### src/rtl/spi_slave_core.sv
// SPI target endpoint oversampled in the clk domain: MOSI words out on rx_data/rx_valid,
// words from a one-entry holding buffer shifted out MSB first on MISO.
module spi_slave_core #(
  parameter int REG_WIDTH   = 16,
  parameter int CPOL        = 1,
  parameter int CPHA        = 1,
  parameter int SYNC_STAGES = 2
) (
  input  logic                 clk,
  input  logic                 rst_n,
  input  logic                 SPI_CS_N,
  input  logic                 SPI_SCLK,
  input  logic                 SPI_MOSI,
  output logic                 SPI_MISO,
  output logic                 SPI_MISO_OE,
  input  logic [REG_WIDTH-1:0] tx_data,
  input  logic                 tx_valid,
  output logic                 tx_ready,
  output logic [REG_WIDTH-1:0] rx_data,
  output logic                 rx_valid,
  output logic                 tx_underrun,
  output logic                 frame_err
);

  localparam int            CW       = $clog2(REG_WIDTH);
  localparam logic [CW-1:0] LAST_BIT = CW'(REG_WIDTH - 1);
  localparam logic          IDLE_LVL = (CPOL != 0);

  typedef enum logic [1:0] {S_IDLE, S_LOAD, S_SHIFT} state_t;

  state_t                state, state_next;
  logic [SYNC_STAGES:0]  sclk_sync, cs_sync;
  logic [SYNC_STAGES-1:0] mosi_sync;
  logic                  sclk_cur, sclk_prev, cs_cur, cs_prev, mosi_cur;
  logic                  lead_edge, trail_edge, sample_edge, drive_edge;
  logic                  cs_fall, cs_rise;

  logic                  armed, word_done, first_lead, buf_full;
  logic [REG_WIDTH-1:0]  buf_data, tx_shift, rx_shift;
  logic [CW-1:0]         bit_cnt;

  logic                  load_req, sample_req, shift_req, first_clr, err_req, last_bit;

  // Sync chains clear to 0 so a CS held low through reset never looks like a fresh fall.
  always_ff @(posedge clk or negedge rst_n) begin
    if (!rst_n) begin
      sclk_sync <= '0;
      cs_sync   <= '0;
      mosi_sync <= '0;
    end else begin
      sclk_sync <= {sclk_sync[SYNC_STAGES-1:0], SPI_SCLK};
      cs_sync   <= {cs_sync[SYNC_STAGES-1:0], SPI_CS_N};
      mosi_sync <= {mosi_sync[SYNC_STAGES-2:0], SPI_MOSI};
    end
  end

  assign sclk_cur    = sclk_sync[SYNC_STAGES-1];
  assign sclk_prev   = sclk_sync[SYNC_STAGES];
  assign cs_cur      = cs_sync[SYNC_STAGES-1];
  assign cs_prev     = cs_sync[SYNC_STAGES];
  assign mosi_cur    = mosi_sync[SYNC_STAGES-1];
  assign lead_edge   = (sclk_prev == IDLE_LVL) && (sclk_cur != IDLE_LVL);
  assign trail_edge  = (sclk_prev != IDLE_LVL) && (sclk_cur == IDLE_LVL);
  assign sample_edge = (CPHA != 0) ? trail_edge : lead_edge;
  assign drive_edge  = (CPHA != 0) ? lead_edge : trail_edge;
  assign cs_fall     = cs_prev && !cs_cur;
  assign cs_rise     = !cs_prev && cs_cur;

  always_ff @(posedge clk or negedge rst_n) begin
    if (!rst_n) state <= S_IDLE;
    else        state <= state_next;
  end

  // A CS rise outranks any SCLK edge seen in the same cycle.
  always_comb begin
    state_next = state;
    load_req   = 1'b0;
    sample_req = 1'b0;
    shift_req  = 1'b0;
    first_clr  = 1'b0;
    err_req    = 1'b0;
    last_bit   = 1'b0;
    case (state)
      S_IDLE: begin
        if (cs_fall && armed) state_next = S_LOAD;
      end
      S_LOAD: begin
        load_req   = 1'b1;
        state_next = S_SHIFT;
      end
      S_SHIFT: begin
        if (cs_rise) begin
          state_next = S_IDLE;
          err_req    = (bit_cnt != '0);
        end else if (sample_edge) begin
          sample_req = 1'b1;
          last_bit   = (bit_cnt == LAST_BIT);
        end else if (drive_edge) begin
          if (word_done)                       load_req  = 1'b1;
          else if ((CPHA != 0) && first_lead)  first_clr = 1'b1;
          else                                 shift_req = 1'b1;
        end
      end
      default: state_next = S_IDLE;
    endcase
  end

  always_ff @(posedge clk or negedge rst_n) begin
    if (!rst_n) begin
      armed       <= 1'b0;
      word_done   <= 1'b0;
      first_lead  <= 1'b0;
      buf_full    <= 1'b0;
      buf_data    <= '0;
      tx_shift    <= '0;
      rx_shift    <= '0;
      bit_cnt     <= '0;
      rx_data     <= '0;
      rx_valid    <= 1'b0;
      tx_underrun <= 1'b0;
      frame_err   <= 1'b0;
    end else begin
      if (state == S_IDLE && cs_cur) armed <= 1'b1;

      // An in-frame reload stands in for the first leading edge, so it clears first_lead.
      if (load_req) begin
        tx_shift   <= buf_full ? buf_data : '0;
        word_done  <= 1'b0;
        first_lead <= (state == S_LOAD);
      end else if (shift_req) begin
        tx_shift <= {tx_shift[REG_WIDTH-2:0], 1'b0};
      end
      if (first_clr) first_lead <= 1'b0;

      if (state == S_LOAD)  bit_cnt <= '0;
      else if (sample_req)  bit_cnt <= last_bit ? '0 : bit_cnt + CW'(1);
      if (sample_req)       rx_shift <= {rx_shift[REG_WIDTH-2:0], mosi_cur};
      if (last_bit) begin
        rx_data   <= {rx_shift[REG_WIDTH-2:0], mosi_cur};
        word_done <= 1'b1;
      end

      rx_valid    <= last_bit;
      tx_underrun <= load_req && !buf_full;
      frame_err   <= err_req;

      if (tx_valid && !buf_full) begin
        buf_data <= tx_data;
        buf_full <= 1'b1;
      end else if (load_req) begin
        buf_full <= 1'b0;
      end
    end
  end

  assign SPI_MISO    = tx_shift[REG_WIDTH-1];
  assign SPI_MISO_OE = (state != S_IDLE);
  assign tx_ready    = !buf_full;

endmodule

### config.mk
export PLATFORM = sky130hd
export DESIGN_NAME = spi_slave_core
export DESIGN_NICKNAME = d
export VERILOG_FILES = /design/src/rtl/spi_slave_core.sv
export SDC_FILE = /design/constraint.sdc
export NUM_CORES = 1
export LEC_CHECK = 0
export BUFFER_PORTS_ARGS = -buffer_cell sky130_fd_sc_hd__buf_2
export CAP_MARGIN = 20
export CORE_MARGIN = 1
export CORE_UTILIZATION = 50
export DETAILED_ROUTE_END_ITERATION = 8
export PLACE_DENSITY = 0.71
export SYNTH_ARGS = -nofsm -noshare
export SYNTH_HDL_FRONTEND = slang
export SYNTH_SLANG_ARGS = --single-unit
### constraint.sdc
create_clock -name clk -period 3.1 [get_ports clk]
set_input_delay 0.465 -clock clk [delete_from_list [all_inputs] [get_ports clk]]
set_output_delay 0.465 -clock clk [all_outputs]
set_load 0.03 [all_outputs]
==> results of run 1 <==
sequential cells by signal, indices dropped and copies added, names as in the netlist:
register,cells
buf_data,16
rx_data,16
tx_shift,16
rx_shift,15
bit_cnt,4
cs_sync,3
sclk_sync,3
mosi_sync,2
state,2
armed,1
buf_full,1
first_lead,1
frame_err,1
rx_valid,1
tx_underrun,1
word_done,1
worst max-delay path, cell delays in order (launching register included):
cell and delay [ns]:
dfrtp_1 0.38, inv_1 0.09, ha_1 0.31, and2_2 0.20
a41oi_4 0.76, nand3_1 0.14, o21ai_1 0.11
cells in the mapped netlist, drive strengths merged, types with 4 or more instances:
master / n
dfrtp: 84
nand2: 50
a21oi: 35
mux2: 34
mux2i: 15
buf: 13
inv: 9
ha: 6
nand3: 6
nor2: 4
layout make-up:
type | instances | area [sq um]
fill | 538 | 2570
tap | 77 | 96.3
inverter | 9 | 33.8
sequential | 84 | 2100
timing repair buffer | 46 | 260
clock buffer | 9 | 124
multi-input combinational | 174 | 1230
clock inverter | 7 | 73.8
cell families (layout without fill, tap and decap cells):
kind of cell,Yosys count,in the layout
DFF,84,84
and+or+nand+nor,74,74
muxes,49,49
AOI/OAI and AO/OA,44,44
buffers and inverters,24,71
adders and majority gates,6,6
xor gates and xnor gates,1,1
stage by stage:
step / utilization / worst slack, ns / instance area [sq um] / hold WS, ns / power (mW)
after floorplan: - / 1.50 / 3460 / 0.169 / 2.15
after global placement: 0.569 / 1.11 / 3700 / 0.335 / 2.29
after detailed placement: 0.569 / 1.05 / 3700 / 0.336 / 2.32
after CTS: 0.600 / 1.00 / 3900 / 0.194 / 3.10
after global routing: 0.604 / 0.763 / 3920 / 0.0179 / 3.30
final: 0.604 / 1.02 / 3920 / 0.000472 / 3.08
report_power, final:
part	internal (mW)	switching (mW)
Clock	0.376	0.408
Sequential	1.37	0.183
Combinational	0.334	0.404
per-layer routing:
metal | wire length [um] | global-route usage
met2 | 2440 | 0.275
met4 | 111 | 0.0924
met3 | 173 | 0.0389
met5 | 0 | 0
met1 | 2570 | 0.225
worst max-delay path by stage:
| stage | cells after the start | slack [ns] | from | end |
|---|---|---|---|---|
| 6_report | 6 | 1.02 | state[0] | tx_shift[0] |
| 5_1_grt | 6 | 0.76 | state[0] | tx_shift[14] |
| 4_1_cts | 6 | 1.00 | state[0] | tx_shift[0] |
| 3_5_place_dp | 6 | 1.05 | state[0] | tx_shift[0] |
| 3_3_place_gp | 6 | 1.11 | state[0] | tx_shift[0] |
| 2_1_floorplan | 7 | 1.50 | state[0] | tx_shift[10] |
==> impl_metrics.py, run 1 <==
metrics = {
    "timing": {
        "finalMaxSlewViolations": 0,
        "fmax_mhz": 480,
        "finalSetupViolations": 0,
        "tightest_slew_ns": 0.908,
        "fin_setup_tns_ns": 0,
        "finClkSkew_ns": 0.0116,
        "slew_headroom": 0.393,
        "hold_viol": 0,
        "period_minus_slack_ns": 2.08,
        "grt_setup_unrepaired": "no",
        "min_period_over_period": 0.672,
    },
    "clocking": {
        "htreeDepth": 3,
        "cts_setup_buffers": 0,
        "clock-sinks": 84,
        "clkSlewWorstSetupHoldPaths_ns": 0.09,
        "cts_tree": "built",
        "cts_resized": 0,
        "insertion_delay_ns": 0.36,
        "holdBufCountCts": 0,
        "numCtsBuffers": 9,
        "cts_root_buf": "clkbuf_8",
        "cts.path.max_buffers": 2,
    },
    "floorplanning": {
        "core_region_area_sq_um": 6490,
        "initial_core_util": 0.532,
        "io_pins": 44,
        "fp-row-count": 29,
        "die_area_sq_um": 7250,
        "die-height_um": 85.2,
        "die_width_um": 85.2,
    },
    "critical_path": {
        "cp_data_arrival_time_ns": 2.36,
        "critPathCaptureType": "flop",
        "r2r_setup_slack_ns": 1.02,
        "path_class": "flop to flop",
        "r2r-end": "tx_shift[0]",
        "critPathLaunchType": "flop",
        "rr_startpoint": "state[0]",
        "crit_required_ns": 3.38,
        "worstRegToRegCells": 6,
        "critical_path.max_fanout": 35,
    },
    "final_layout": {
        "layout_commonest_cell": "dfrtp_1",
        "nets": 352,
        "antenna_cells": 0,
        "final_cells": 406,
        "final_cell_mix": "dfrtp_1 (84), nand2_1 (50), buf_2 (42), a21oi_1 (35), mux2_1 (27)",
        "syn2layout_area_growth_pct": 13.5,
        "layout-drive-gt1-share": 0.225,
    },
    "yosys": {
        "synth_edf_count": 0,
        "ys.warnings.count": 0,
        "synth-seq-cells": 84,
        "synth-xor-area-share": 0.00253,
        "synth_compound_area_frac": 0.0742,
        "netlist_area_sq_um": 3460,
        "muxShareOfSynthArea": 0.154,
        "synthArstFlopShare": 1.00,
        "synth_adder_area_share": 0.0217,
        "synth_top_family_by_area": "multiplexers",
        "yosys.area.top_type": "dfrtp_1",
        "avgSynthCellArea_sq_um": 12.3,
        "synth_top_area_share": 0.608,
        "synthCells": 282,
        "synth_nets": 310,
        "synthFlopType": "dfrtp_1",
        "ys_seq_area_frac": 0.608,
        "ys_types": 33,
        "synth_area_leaders": "dfrtp_1 (61%), mux2_1 (8.8%), nand2_1 (5.4%), a21oi_1 (5.1%), mux2i_1 (4.3%)",
        "post_synth_and_or_nand_nor_area_fraction": 0.104,
    },
    "route": {
        "drcViolationCount": 0,
        "vias_per_cell": 5.23,
        "routedWlPerCell_um": 13.0,
        "vias": 2125,
        "routed_wl_um": 5290,
        "detail-route-antenna-nets": 0,
        "drt_first_pass_iters": 4,
        "dr.first_iter.drc_count": 92,
    },
    "pwr": {
        "max-vdd-ir-drop_mv": 0.502,
        "powerDensity_nw_per_um2": 784,
        "leakage_nw": 2.07,
    },
    "place": {
        "dp_hpwl_um": 3340,
        "numPlacedInstances": 389,
        "io_buffers": 43,
        "finalWeightedCongestion": 0.673,
    },
    "global_route": {
        "antenna_found_initial": 0,
        "grt_pass1_vias": 2147,
        "overflow": 0,
        "grt_max_degree": 85,
        "grt_usage": 0.174,
        "grt_pass1_wl_um": 9810,
    },
    "flow_run": {
        "cap_violations": 0,
    },
    "worst_hold_path": {
        "hp-class": "input port to async pin",
    },
    "status": {
        "status": "completed",
    },
}
(Power assumes the default switching activity.)
==> run 2: changes to the inputs <==
--- a/config.mk
+++ b/config.mk
@@ -10,7 +10,7 @@
 export CORE_MARGIN = 1
 export CORE_UTILIZATION = 50
 export DETAILED_ROUTE_END_ITERATION = 8
-export PLACE_DENSITY = 0.71
+export PLACE_DENSITY = 0.74
 export SYNTH_ARGS = -nofsm -noshare
 export SYNTH_HDL_FRONTEND = slang
 export SYNTH_SLANG_ARGS = --single-unit
==> constraint.sdc (replaced) <==
create_clock -name clk -period 1.8 [get_ports clk]
set_input_delay 0.27 -clock clk [delete_from_list [all_inputs] [get_ports clk]]
set_output_delay 0.27 -clock clk [all_outputs]
set_load 0.03 [all_outputs]
==> impl_metrics.py, run 2 (same netlist as run 1, synthesis figures left out) <==
metrics = {
    "timing": {
        "period_minus_slack_ns": 1.70,
        "min_period_over_period": 0.942,
        "fmax_mhz": 590,
        "finalMaxSlewViolations": 0,
        "tightest_slew_ns": 0.310,
        "slew_headroom": 0.793,
        "fin_ws_ns": 0.105,
        "finalSetupViolations": 0,
        "hold_viol": 0,
        "grt_setup_unrepaired": "no",
        "fin_setup_tns_ns": 0,
        "finClkSkew_ns": 0.00750,
    },
    "place": {
        "dp_hpwl_um": 3800,
        "numPlacedInstances": 398,
        "pre_cts_ws_ns": 0.128,
        "dpl-instance-area_sq_um": 3800,
        "io_buffers": 43,
        "finalWeightedCongestion": 0.771,
    },
    "final_layout": {
        "syn2layout_area_growth_pct": 16.1,
        "fin_area_sq_um": 4010,
        "nets": 365,
        "final_cells": 419,
        "antenna_cells": 0,
        "final_cell_mix": "dfrtp_1 (84), nand2_1 (50), buf_2 (42), a21oi_1 (35), mux2_1 (27)",
        "layout_commonest_cell": "dfrtp_1",
        "reg_top3": "buf_data: 16 flops, rx_data: 16 flops, tx_shift: 16 flops",
        "layout-drive-gt1-share": 0.246,
    },
    "clocking": {
        "htreeDepth": 3,
        "insertion_delay_ns": 0.34,
        "numCtsBuffers": 9,
        "clock-sinks": 84,
        "clkSlewWorstSetupHoldPaths_ns": 0.08,
        "cts_tree": "built",
        "cts_root_buf": "clkbuf_8",
        "cts.path.max_buffers": 2,
        "cts_resized": 0,
    },
    "pwr": {
        "leakage_nw": 2.12,
        "powerDensity_nw_per_um2": 1310,
        "p_total_mw": 5.24,
        "max-vdd-ir-drop_mv": 1.26,
    },
    "global_route": {
        "antenna_found_initial": 0,
        "grt_pass1_vias": 2135,
        "grt_pass1_wl_um": 9780,
        "overflow": 0,
        "grt_usage": 0.174,
        "grt_max_degree": 42,
    },
    "route": {
        "vias": 2185,
        "routed_wl_um": 5590,
        "routedWlPerCell_um": 13.3,
        "detail-route-antenna-nets": 0,
        "drt_first_pass_iters": 4,
        "drcViolationCount": 0,
        "dr.first_iter.drc_count": 109,
        "vias_per_cell": 5.21,
    },
    "floorplanning": {
        "io_pins": 44,
        "core_region_area_sq_um": 6490,
        "initial_core_util": 0.532,
        "die-height_um": 85.2,
        "die_width_um": 85.2,
        "die_area_sq_um": 7250,
        "fp-row-count": 29,
    },
    "critical_path": {
        "critPathLaunchType": "flop",
        "critPathCaptureType": "flop",
        "r2r_setup_slack_ns": 0.10,
        "path_class": "flop to flop",
        "cp_data_arrival_time_ns": 1.96,
        "crit_required_ns": 2.06,
        "worstRegToRegCells": 7,
        "critical_path.max_fanout": 35,
    },
    "status": {
        "status": "completed",
    },
    "flow_run": {
        "cap_violations": 0,
    },
    "worst_hold_path": {
        "hp-class": "input port to flop",
        "hold_depth": 1,
    },
}
==> run 2: cell types whose count changed in the layout (fill, tap and decap cells not counted) <==
cell           before  now
buf_12              0    3
bufinv_16           1    0
dlygate4sd3_1       0    1
buf_16              1    0
inv_6               2    1
clkinvlp_4          1    2
buf_4               3   13
clkinv_2            2    1
clkbuf_1            0    2
==> run 2: cell type report <==
class	instances	area (sq um)
clock buffers	11	131
clock inverters	5	37.5
fillers	516	2480
inverters	9	33.8
multi-input cells	174	1230
flip-flops and latches	84	2100
well taps	77	96.3
repair buffers	59	378
==> run 2: routing by layer <==
layer / vias up / global-route usage / share of wire
li1: 1068 / - / -
met1: 1075 / 0.225 / 0.47
met2: 35 / 0.283 / 0.49
met3: 7 / 0.0438 / 0.028
met4: 0 / 0.0709 / 0.014
met5: - / 0 / 0
==> run 2: metrics by stage <==
step                      hold slack [ns]   util
after floorplan                   -0.0256      -
after global placement              0.185  0.586
after detailed placement            0.186  0.586
after CTS                         0.00466  0.613
after global routing             -0.00165  0.618
final                              0.0232  0.618
==> run 2: path summary, 6_finish.rpt <==
path | endpoint | from
worst max-delay path | tx_shift[10] | state[0]
worst min-delay path | mosi_sync[0] | SPI_MOSI
worst max register to register | tx_shift[10] | state[0]
worst min register to register | sclk_sync[1] | sclk_sync[0]
max in group asynchronous | tx_underrun | rst_n
min in group asynchronous | rx_data[3] | rst_n
==> run 2: critical path: stages, from the launching register on <==
cell     delay, ns
dfrtp_1       0.38
inv_1         0.09
ha_1          0.32
and2_2        0.19
a41oi_4       0.23
buf_12        0.21
a21oi_1       0.06
a21oi_1       0.14
==> run 2: what timing repair did <==
action                                 CTS  global route
setup buffers                            0             4
hold buffers                             1             0
setup endpoints to repair                0             1
endpoints found under the hold margin   22             0
==> run 2: power breakdown <==
part | switching, mW | leakage (nW) | total (mW) | internal (mW)
registers | 0.267 | 1.06 | 2.63 | 2.36
clock network | 0.668 | 0.0799 | 1.18 | 0.507
logic | 0.787 | 0.980 | 1.44 | 0.651
==> run 3: changes to the inputs <==
--- a/config.mk
+++ b/config.mk
@@ -7,10 +7,12 @@
 export LEC_CHECK = 0
 export BUFFER_PORTS_ARGS = -buffer_cell sky130_fd_sc_hd__buf_2
 export CAP_MARGIN = 20
-export CORE_MARGIN = 1
+export CORE_MARGIN = 2
 export CORE_UTILIZATION = 50
 export DETAILED_ROUTE_END_ITERATION = 8
+export GPL_ROUTABILITY_DRIVEN = 0
 export PLACE_DENSITY = 0.74
+export REMOVE_ABC_BUFFERS = 1
 export SYNTH_ARGS = -nofsm -noshare
 export SYNTH_HDL_FRONTEND = slang
 export SYNTH_SLANG_ARGS = --single-unit
==> impl_metrics.py, run 3 (same netlist as run 1, synthesis figures left out) <==
metrics = {
    "status": {
        "status": "completed",
    },
    "final_layout": {
        "syn2layout_area_growth_pct": 20.5,
        "final_cell_mix": "dfrtp_1 (84), nand2_1 (50), buf_2 (42), a21oi_1 (35), mux2_1 (27)",
        "reg_top3": "buf_data: 16 flops, rx_data: 16 flops, tx_shift: 16 flops",
        "nets": 366,
        "nFillCells": 550,
        "antenna_cells": 0,
        "final_cells": 423,
        "layout-drive-gt1-share": 0.257,
        "layout_commonest_cell": "dfrtp_1",
    },
    "clocking": {
        "cts.path.max_buffers": 2,
        "insertion_delay_ns": 0.36,
        "clkSlewWorstSetupHoldPaths_ns": 0.09,
        "cts_root_buf": "clkbuf_8",
        "htreeDepth": 3,
        "cts_tree": "built",
        "numCtsBuffers": 9,
        "clock-sinks": 84,
    },
    "route": {
        "vias": 2249,
        "dr.first_iter.drc_count": 110,
        "routed_wl_um": 6170,
        "routedWlPerCell_um": 14.6,
        "drcViolationCount": 0,
        "vias_per_cell": 5.32,
        "detail-route-antenna-nets": 0,
        "drt_first_pass_iters": 4,
    },
    "global_route": {
        "antenna_found_initial": 0,
        "grt_max_degree": 46,
        "grt_pass1_wl_um": 10100,
        "overflow": 0,
        "grt_pass1_vias": 2189,
        "grt_usage": 0.172,
    },
    "place": {
        "io_buffers": 43,
        "dp_hpwl_um": 3890,
        "numPlacedInstances": 401,
    },
    "critical_path": {
        "critPathMaxStageDelay_ns": 0.39,
        "critical_path.max_fanout": 9,
        "rr_startpoint": "state[0]",
        "crit_required_ns": 2.08,
        "crit_slowest_cell": "dfrtp_1",
        "startpoint": "state[0]",
        "path_cells": "inv_1 -> ha_1 -> and2_1 -> a41oi_4 -> buf_12 -> clkbuf_16 -> a21oi_1 -> a21oi_1",
        "path_common_cell": "a21oi_1",
        "critPathLaunchType": "flop",
        "cp_data_arrival_time_ns": 2.05,
        "critPathCaptureType": "flop",
        "r2r_setup_slack_ns": 0.03,
        "path_class": "flop to flop",
    },
    "timing": {
        "min_period_over_period": 0.981,
        "hold_viol": 0,
        "whs_ns": 0.0164,
        "finalSetupViolations": 0,
        "fmax_mhz": 566,
        "fin_setup_tns_ns": 0,
        "finClkSkew_ns": 0.0128,
        "period_minus_slack_ns": 1.77,
        "finalMaxSlewViolations": 0,
        "slew_headroom": 0.742,
        "tightest_slew_ns": 0.386,
    },
    "floorplanning": {
        "die_width_um": 87.2,
        "die-height_um": 87.2,
        "die_area_sq_um": 7600,
        "fp-row-count": 30,
        "core_region_area_sq_um": 6760,
        "io_pins": 44,
        "initial_core_util": 0.512,
    },
    "pwr": {
        "p_clk_frac": 0.260,
        "powerDensity_nw_per_um2": 1420,
        "switching_share": 0.316,
        "intPower_mw": 4.05,
        "pwr-share-comb": 0.292,
        "leakage_nw": 2.20,
        "max-vdd-ir-drop_mv": 0.843,
        "power.share.sequential": 0.448,
        "p_sw_mw": 1.87,
    },
    "flow_run": {
        "cap_violations": 0,
    },
    "worst_hold_path": {
        "hold_start": "SPI_CS_N",
        "hp-class": "input port to flop",
    },
}
## run 3: metal layers
| layer | vias up | global-route usage | share of wire |
|---|---|---|---|
| li1 | 1067 | - | - |
| met1 | 1134 | 0.227 | 0.45 |
| met2 | 41 | 0.272 | 0.50 |
| met3 | 7 | 0.0512 | 0.038 |
| met4 | 0 | 0.0587 | 0.012 |
| met5 | - | 0 | 0 |
## run 3: per-stage QoR
| step | setup slack, ns | total power [mW] | utilization | cell area, sq um |
|---|---|---|---|---|
| after CTS | 0.0438 | 5.67 | 0.599 | 4050 |
| final | 0.0335 | 5.91 | 0.617 | 4170 |
| after global routing | -0.0569 | 6.26 | 0.617 | 4170 |
| after floorplan | -0.349 | 3.63 | - | 3370 |
| after global placement | 0.209 | 4.03 | 0.564 | 3810 |
| after detailed placement | 0.100 | 4.14 | 0.564 | 3810 |
## run 3: final cells by class
| type | count | area (sq um) | area share |
|---|---|---|---|
| sequential | 84 | 2100 | 0.505 |
| multi-input combinational | 174 | 1240 | 0.297 |
| timing repair buffer | 60 | 463 | 0.111 |
| clock buffer | 10 | 138 | 0.0330 |
| tap | 80 | 100 | 0.0240 |
| clock inverter | 6 | 93.8 | 0.0225 |
| inverter | 9 | 33.8 | 0.00811 |
## run 3: what timing repair did
action,CTS,global route
endpoints found under the setup margin,0,7
hold buffers,1,0
gates resized for setup,0,1
hold endpoints to repair,26,0
setup buffers,0,2
## run 3: worst paths after layout
kind / cells past startpoint / to
min: 1 / cs_sync[0]
max in group asynchronous: 3 / armed
min reg2reg: 0 / mosi_sync[1]
max: 8 / tx_shift[6]
min in group asynchronous: 2 / rx_data[4]
max reg2reg: 8 / tx_shift[6]
## run 3: power groups by stage
stage	Combinational, mW	Sequential, mW	Clock (mW)
2_1_floorplan	0.971	2.66	0
3_3_place_gp	1.38	2.65	0
3_5_place_dp	1.46	2.68	0
4_1_cts	1.48	2.64	1.55
5_1_grt	1.93	2.71	1.63
6_report	1.73	2.65	1.54
## run 3: critical path: cells and delay by family, from the launching register on
family	cells	cell delay [ns]
AO/OA/AOI/OAI	3	0.39
adder cells (fa/ha/maj)	1	0.33
buffers and inverters	3	0.40
flip-flops	1	0.39
AND/OR/NAND/NOR	1	0.19
